### src/rtl/relu_maxpool_pkg.sv
// Shared constants for the ReLU / max-pool stages of the garbled NN pipeline.
// Holds default widths and the {r_in, r_out} field layout of g_input.
package relu_maxpool_pkg;

    localparam int N_DEF     = 32;
    localparam int K_DEF     = 4;
    localparam int R_OUT_LSB = 0;

    // r_in sits directly above the N-bit r_out field
    function automatic int r_in_lsb(input int n);
        return n;
    endfunction

    typedef enum logic [1:0] {
        EV_IDLE,
        EV_ACCEPT,
        EV_FLUSH
    } pool_ev_e;

endpackage

### src/rtl/relu_maxpool_max.sv
// Combinational N-bit unsigned maximum.
module max_u #(
    parameter int N = 32
) (
    input  logic [N-1:0] a,
    input  logic [N-1:0] b,
    output logic [N-1:0] y
);

    assign y = (a > b) ? a : b;

endmodule

### src/rtl/relu_maxpool.sv
// Sequential unsigned max-pool over K masked ReLU outputs.
// Unmasks each element, tracks the window max, re-masks on close.
module relu_maxpool
    import relu_maxpool_pkg::*;
#(
    parameter int N  = N_DEF,
    parameter int K  = K_DEF,
    parameter int CW = $clog2(K + 1)
) (
    input  logic            clk,
    input  logic            rst,
    input  logic            in_valid,
    input  logic            flush,
    input  logic [2*N-1:0]  g_input,
    input  logic [N-1:0]    e_input,
    output logic [N-1:0]    o,
    output logic            o_valid,
    output logic [CW-1:0]   o_count
);

    localparam int R_IN_LSB = r_in_lsb(N);

    logic [N-1:0]  r_in;
    logic [N-1:0]  r_out;
    logic [N-1:0]  v;
    logic [N-1:0]  mx_v;
    logic [N-1:0]  m;
    logic          last;
    pool_ev_e      ev;

    logic [CW-1:0] cnt_q, cnt_d;
    logic [N-1:0]  mx_q, mx_d;
    logic [N-1:0]  o_q, o_d;
    logic          o_valid_q, o_valid_d;
    logic [CW-1:0] o_count_q, o_count_d;

    assign r_in  = g_input[R_IN_LSB +: N];
    assign r_out = g_input[R_OUT_LSB +: N];

    // e_input - r_in as e_input + ~r_in + 1, carry discarded
    assign v = e_input + ~r_in + 1'b1;

    max_u #(.N(N)) u_max (
        .a (mx_q),
        .b (v),
        .y (mx_v)
    );

    assign m    = (cnt_q == '0) ? v : mx_v;
    assign last = (cnt_q == CW'(K - 1)) || flush;

    always_comb begin
        ev = EV_IDLE;
        if (in_valid) begin
            ev = EV_ACCEPT;
        end else if (flush && cnt_q != '0) begin
            ev = EV_FLUSH;
        end
    end

    always_comb begin
        cnt_d     = cnt_q;
        mx_d      = mx_q;
        o_d       = o_q;
        o_count_d = o_count_q;
        o_valid_d = 1'b0;
        unique case (ev)
            EV_ACCEPT: begin
                if (last) begin
                    o_d       = m + r_out;
                    o_count_d = cnt_q + 1'b1;
                    o_valid_d = 1'b1;
                    cnt_d     = '0;
                    mx_d      = '0;
                end else begin
                    mx_d  = m;
                    cnt_d = cnt_q + 1'b1;
                end
            end
            EV_FLUSH: begin
                o_d       = mx_q + r_out;
                o_count_d = cnt_q;
                o_valid_d = 1'b1;
                cnt_d     = '0;
                mx_d      = '0;
            end
            default: ;
        endcase
    end

    always_ff @(posedge clk or posedge rst) begin
        if (rst) begin
            cnt_q     <= '0;
            mx_q      <= '0;
            o_q       <= '0;
            o_valid_q <= 1'b0;
            o_count_q <= '0;
        end else begin
            cnt_q     <= cnt_d;
            mx_q      <= mx_d;
            o_q       <= o_d;
            o_valid_q <= o_valid_d;
            o_count_q <= o_count_d;
        end
    end

    assign o       = o_q;
    assign o_valid = o_valid_q;
    assign o_count = o_count_q;

endmodule
### config.mk
export PLATFORM = sky130hd
export DESIGN_NAME = relu_maxpool
export DESIGN_NICKNAME = d
export VERILOG_FILES = /design/src/rtl/relu_maxpool_pkg.sv /design/src/rtl/relu_maxpool_max.sv /design/src/rtl/relu_maxpool.sv
export SDC_FILE = /design/constraint.sdc
export NUM_CORES = 1
export LEC_CHECK = 0
export ABC_AREA = 1
export ABC_CLOCK_PERIOD_IN_PS = 5600
export CORE_MARGIN = 3
export CORE_UTILIZATION = 59
export DETAILED_ROUTE_END_ITERATION = 12
export GPL_TIMING_DRIVEN = 0
export PLACE_DENSITY = 0.88
export SYNTH_ARGS = -nofsm -noshare
export SYNTH_HDL_FRONTEND = slang
export SYNTH_SLANG_ARGS = --single-unit
### constraint.sdc
create_clock -name clk -period 5.6 [get_ports clk]
set_clock_uncertainty 0.1 [all_clocks]
set_input_delay 1.12 -clock clk [delete_from_list [all_inputs] [get_ports clk]]
set_output_delay 1.12 -clock clk [all_outputs]
set_load 0.02 [all_outputs]
==> results summary, run 1 <==
The run stopped with a tool error. The flow halted during 5_1_grt. The first error in the log reads "[ERROR DPL-0038] Utilization greater than 100%, impossible to legalize". The number of hold-repair buffers added at the cts stage is 0.

The mean cell area of the mapped netlist came out at 6.815 um^2. After synthesis the netlist holds a flip-flop and latch count of 71. Including well taps, the total number of placed cells is 1,465. The synthesized instance count came out at ~1,200. In the global-route stage, repair_timing last flagged the worst endpoint as o[31]$_DFFE_PP0P_/D. The number of warnings reported in the yosys synthesis log came out at 0. The cell area after technology mapping is between 7000 and 8000 um^2. The boundary pin count came out at 136.

The initial core utilization came out at 61.53%. The die extent in x came out at 121.7 um. The row count came out at 41. The placed wire-length estimate came out at 17,570 um. The die height is 121.7 um.

Clock tree synthesis inserted a total of 9 buffers. The number of flops mapped to enable cells by yosys came out at 0. The cell sitting at the root of the clock tree is a sky130_fd_sc_hd__clkbuf_16. Among all flip-flop cells after synthesis, the most frequent one is sky130_fd_sc_hd__dfrtp_1. The H-tree depth reported by CTS came out at 3. In the synthesized netlist the async set-or-reset flop fraction comes to 100.0%. The clock sink count came out at 71. The worst endpoint pin kind is a register data pin. The largest buffer count on any clock path came out at 2. The routability congestion estimate is 0.9463. The number of nets in the synthesized netlist came out at about 1,400. The number of library cell types mapped by synthesis came out at 57. Input and output buffers added on the ports amount to between 100 and 150. The largest net degree at the start of global routing is 72. The sequential fraction of the synthesis area came out at 22.51%.
==> timing repair <==
item,CTS
gates resized for setup,462
setup buffers,125
setup endpoints to repair,31
cloned,3
pin swaps,171
==> per-stage QoR <==
stage	hold slack, ps	worst slack (ps)	cell area (um^2)	utilization [%]	TNS [ps]
2_1_floorplan	391.5	-4.050	7919	-	-6.480
3_3_place_gp	357.8	-1398	9485	73.96	-31890
3_5_place_dp	367.0	-1489	9488	73.98	-35210
4_1_cts	380.7	-190.0	12260	95.58	-1915
==> cells by family after synthesis <==
logic type                 Yosys count  share of synthesized area (%)
xor gates and xnor gates            40                          4.725
and+or+nand+nor                    518                          28.19
buffers and inverters              158                          7.959
DFF                                 71                          22.51
AOI/OAI and AO/OA                  269                          20.25
adders and majority gates          102                          16.36
==> synthesized netlist by cell type, drive strengths merged (3+ instances only) <==
cell type  number  area, um^2
a21o            7       52.55
dfrtp          71        1777
o211ai          7       57.55
ha            100        1251
nand3          61       325.3
o21bai          7       67.57
a221oi          3       26.28
clkbuf         15       56.30
o21a            5       37.54
nor4            3       40.04
buf            12       80.07
nand2         334        1299
a21oi          82       459.2
a21boi          4       37.54
or2            17       106.4
a31oi          21       131.4
o21ai         122       640.6
nor3           11       55.05
xnor2          22       200.2
inv           131       491.7
o31ai           4       30.03
nand4           6       37.54
xor2           18       172.7
nor2           80       307.8
==> inputs of run 2 (changes only) <==
- CORE_UTILIZATION: 59 -> 40
- PLACE_DENSITY: 0.88 -> default
- PLACE_DENSITY_LB_ADDON: default -> 0.15
==> results summary, run 2 <==
The switching share of power is 45.89%. The number of flops mapped to enable cells by yosys came out at 0 (unchanged). The maximum fanout count along the critical path came out at 8. The H-tree depth reported by CTS is 3 (unchanged).

The number of fillers in the final layout is 1,473. The area growth from synthesis to layout is 68.19%. The synthesized design spends more area on one cell type than any other, namely sky130_fd_sc_hd__dfrtp_1. The flow ran to the end, but the final reports show violations.

The final instance count without filler cells is 1,726. The initial DRC count came out at 579. The clock sink count is 71 (unchanged). The number of synthesized register bits came out at 71 (unchanged). By instance count, the leading cell after synthesis is sky130_fd_sc_hd__nand2_1.

Leaving out fill and tap cells, the most frequent cells in the layout are sky130_fd_sc_hd__nand2_1, sky130_fd_sc_hd__buf_4, sky130_fd_sc_hd__inv_1, sky130_fd_sc_hd__clkdlybuf4s50_1, sky130_fd_sc_hd__dfrtp_1. CTS placed an instance of sky130_fd_sc_hd__clkbuf_16 at the clock tree root. The final reports fail on setup timing. The die height is 146.5 um (+20%). The startpoint class of the critical path is a primary input. The highest clock frequency the design can meet came out at roughly 170 MHz. The number of hold violations in the final report is 0. The areal power density over the cells is 367.9 nW/um^2.

Cell internal power was estimated by the tool at around 2600 uW. The worst hold path class is reg -> reg. The design draws ~4900 uW.

The row count came out at 50 (+22%). The boundary pin count is 136 (unchanged). The total global routing overflow came out at 0. Leaving out fill and tap cells, the most frequent cell in the layout is sky130_fd_sc_hd__nand2_1. The stage delay of the slowest cell on the critical path came out at 550 ps. Of the total power, registers draw 16.7%. The net total in the final layout came out at 1,663.

The initial antenna violation count came to 0. The cell count of the worst hold path came out at 2. The via count of the first global-routing pass came to 9,174. The core box area came out at between 15,000 and 20,000 um^2. The static power due to leakage is 0.006116 uW. The number of nets still failing antenna checks after routing came out at 0. The number of antenna repair diodes came out at 0. The worst hold path begins at o[31]$_DFFE_PP0P_. The routability congestion estimate came out at 0.8868 (-6.3%).

The final max-slew violation count came out at 0. The actual slew at the worst max-slew pin is 837.9 ps. Setup repair after global routing could not meet its margin everywhere. The net load switching power is 2240 uW. In the final layout, the multi-input gates occupy 7617 um^2. The share of total power dissipated in combinational logic is between 70% and 80%. The share of Yosys cell area claimed by the top area cell type is 22.51% (unchanged). The placed wire-length estimate came out at 18,930 um (+7.8%).

The number of nets in the synthesized netlist is 1,360 (unchanged). The detailed-route via count is 9,229. The cell that appears most often on the critical path is sky130_fd_sc_hd__nand2_2. The floorplan step defined a die boundary enclosing 21,450 um^2. The largest net degree at the start of global routing came out at between 40 and 50.

The clock input transition at the sequential cells of the worst setup and hold paths is approximately 50 ps. The most critical setup path has its startpoint at e_input[29]. The sum of negative setup slack is -7431 ps. The largest buffer count on any clock path came out at 2 (unchanged). The mean cell area of the mapped netlist came out at 6.815 um^2 (unchanged). The later-pin clock latency in the skew report came out at 350 ps. The required time of the worst setup path came out at 5730 ps. The sequential fraction of the synthesis area was 22.51% (unchanged). The element type at the critical path end is a register.

The worst pin sits at a relative slew slack of 44.14%. After synthesis, the most frequently instantiated cells are sky130_fd_sc_hd__nand2_1, sky130_fd_sc_hd__inv_1, sky130_fd_sc_hd__ha_1. The routed wirelength normalized by instance count came out at 17.05 um. The number of design rule violations left after detail routing is 0.

The first-pass iteration count of the detailed router came out at 6. The total area of sequential cells came out at 1777 um^2. Setup violations remaining at the end of the flow were counted as 28. The synthesized instance count is 1,158 (unchanged). The relative contribution of the clock network to total power is 13.3%. The via-per-instance ratio came out at 5.347.

Counting cells, the worst reg-to-reg path comes to 27. The share of flip-flops with an asynchronous set or reset after synthesis came out at 100.0% (unchanged). The routed design has 29,420 um of wire. VDD sags by at most 0.1891 mV.

The die extent in x is 146.5 um (+20%). The worst setup timing slack at the placement stage came to -1616 ps (-127.1 ps). The number of library cell types mapped by synthesis is 57 (unchanged). The total clock buffers created by CTS came out at 9 (unchanged). The smallest setup slack after layout came out at -412.2 ps.

The signal arrival time at the worst endpoint is 6150 ps. The final clock period utilization by the worst path came out at 107.4%. The critical-path cell with the highest stage delay is sky130_fd_sc_hd__clkdlybuf4s50_1. The cell area after technology mapping is 7891 um^2 (unchanged). The worst reg2reg path startpoint is mx_q[31]$_DFFE_PP0P_. The number of warnings reported in the yosys synthesis log came out at 0 (unchanged). TritonCTS built the clock tree. The minimum clock period is 6012 ps. The total instance count after detailed placement came out at 1,554 (+6.1%).

Ranked by total cell area, the synthesized netlist is headed by sky130_fd_sc_hd__dfrtp_1, sky130_fd_sc_hd__ha_1, sky130_fd_sc_hd__nand2_1, sky130_fd_sc_hd__inv_1, sky130_fd_sc_hd__o21ai_0. The count of input and output buffers is 135 (unchanged). The initial core utilization is 41.49% (-20 points). The count of maximum capacitance violations came out at 0. The post-route netlist has 41.81% of its cells at a drive strength greater than 1. The primary flip-flop cell chosen by synthesis mapping is sky130_fd_sc_hd__dfrtp_1. The total track usage is around 25%. The critical path in this run is classified as in -> reg. The first global-routing pass estimated 44,740 um of wire.
run 2: cell type report:
| class | instances | area share, % |
|---|---|---|
| tap | 260 | 2.451 |
| sequential | 71 | 13.39 |
| timing repair buffer | 292 | 19.25 |
| clock inverter | 6 | 0.6976 |
| buffer | 27 | 1.244 |
| clock buffer | 10 | 1.801 |
| inverter | 131 | 3.780 |
| multi-input combinational | 929 | 57.39 |
run 2: stage by stage:
| step | hold WS [ps] | area, um^2 | util (%) |
|---|---|---|---|
| after global placement | 355.9 | 9595 | 50.45 |
| final | 376.4 | 13270 | 69.79 |
| after floorplan | 391.5 | 7919 | - |
| after global routing | 412.2 | 13270 | 69.79 |
| after detailed placement | 366.3 | 9625 | 50.61 |
| after CTS | 379.5 | 12440 | 65.42 |
run 2: cell families after synthesis:
group	synth area share [%]
flip-flops	22.51
adder cells (fa/ha/maj)	16.36
AO/OA/AOI/OAI	20.25
XOR/XNOR	4.725
buffers and inverters	7.959
AND/OR/NAND/NOR	28.19
run 2: final timing paths:
check                                        to  slack (ps)
setup / recovery              o[21]$_DFFE_PP0P_        -410
hold / removal                o[31]$_DFFE_PP0P_         380
setup reg to reg              o[21]$_DFFE_PP0P_        1440
hold reg to reg               o[31]$_DFFE_PP0P_         380
max in group asynchronous  mx_q[30]$_DFFE_PP0P_        3830
min in group asynchronous      o[8]$_DFFE_PP0P_        1010
run 2: metal layers:
| layer | vias up | routed length [um] | global-route usage [%] |
|---|---|---|---|
| li1 | 4471 | - | - |
| met1 | 4306 | 12140 | 31.49 |
| met2 | 352 | 14490 | 44.94 |
| met3 | 100 | 1482 | 2.855 |
| met4 | 0 | 1313 | 8.984 |
| met5 | - | 0 | 0 |
run 2: power by group through the flow:
| stage | registers (uW) | logic (uW) | clock network (uW) |
|---|---|---|---|
| floorplan | 940 | 1300 | 0 |
| global placement | 804 | 2130 | 0 |
| detailed placement | 809 | 2160 | 0 |
| CTS | 809 | 2900 | 652 |
| global route | 841 | 3670 | 677 |
| finish | 815 | 3420 | 649 |
run 2: repair_timing:
item	CTS	global route
gates resized for setup	436	146
hold buffers	0	0
buffers inserted	134	21
pin swaps	176	107
endpoints found under the setup margin	31	30
cloned	1	0
run 2: worst max-delay path: cells and delay by family:
| kind | cells | cell delay, ps |
|---|---|---|
| adder cells (fa/ha/maj) | 3 | 840 |
| buffers and inverters | 6 | 1190 |
| AO/OA/AOI/OAI | 6 | 1000 |
| XOR/XNOR | 1 | 170 |
| AND/OR/NAND/NOR | 18 | 1830 |
No activity file was read; power rests on OpenSTA's default activity.
==> inputs of run 3 (changes only) <==
- CTS_CLUSTER_SIZE: default -> 10
==> results of run 3 <==
The final DEF is identical to that of run 2; final timing and power are the same.
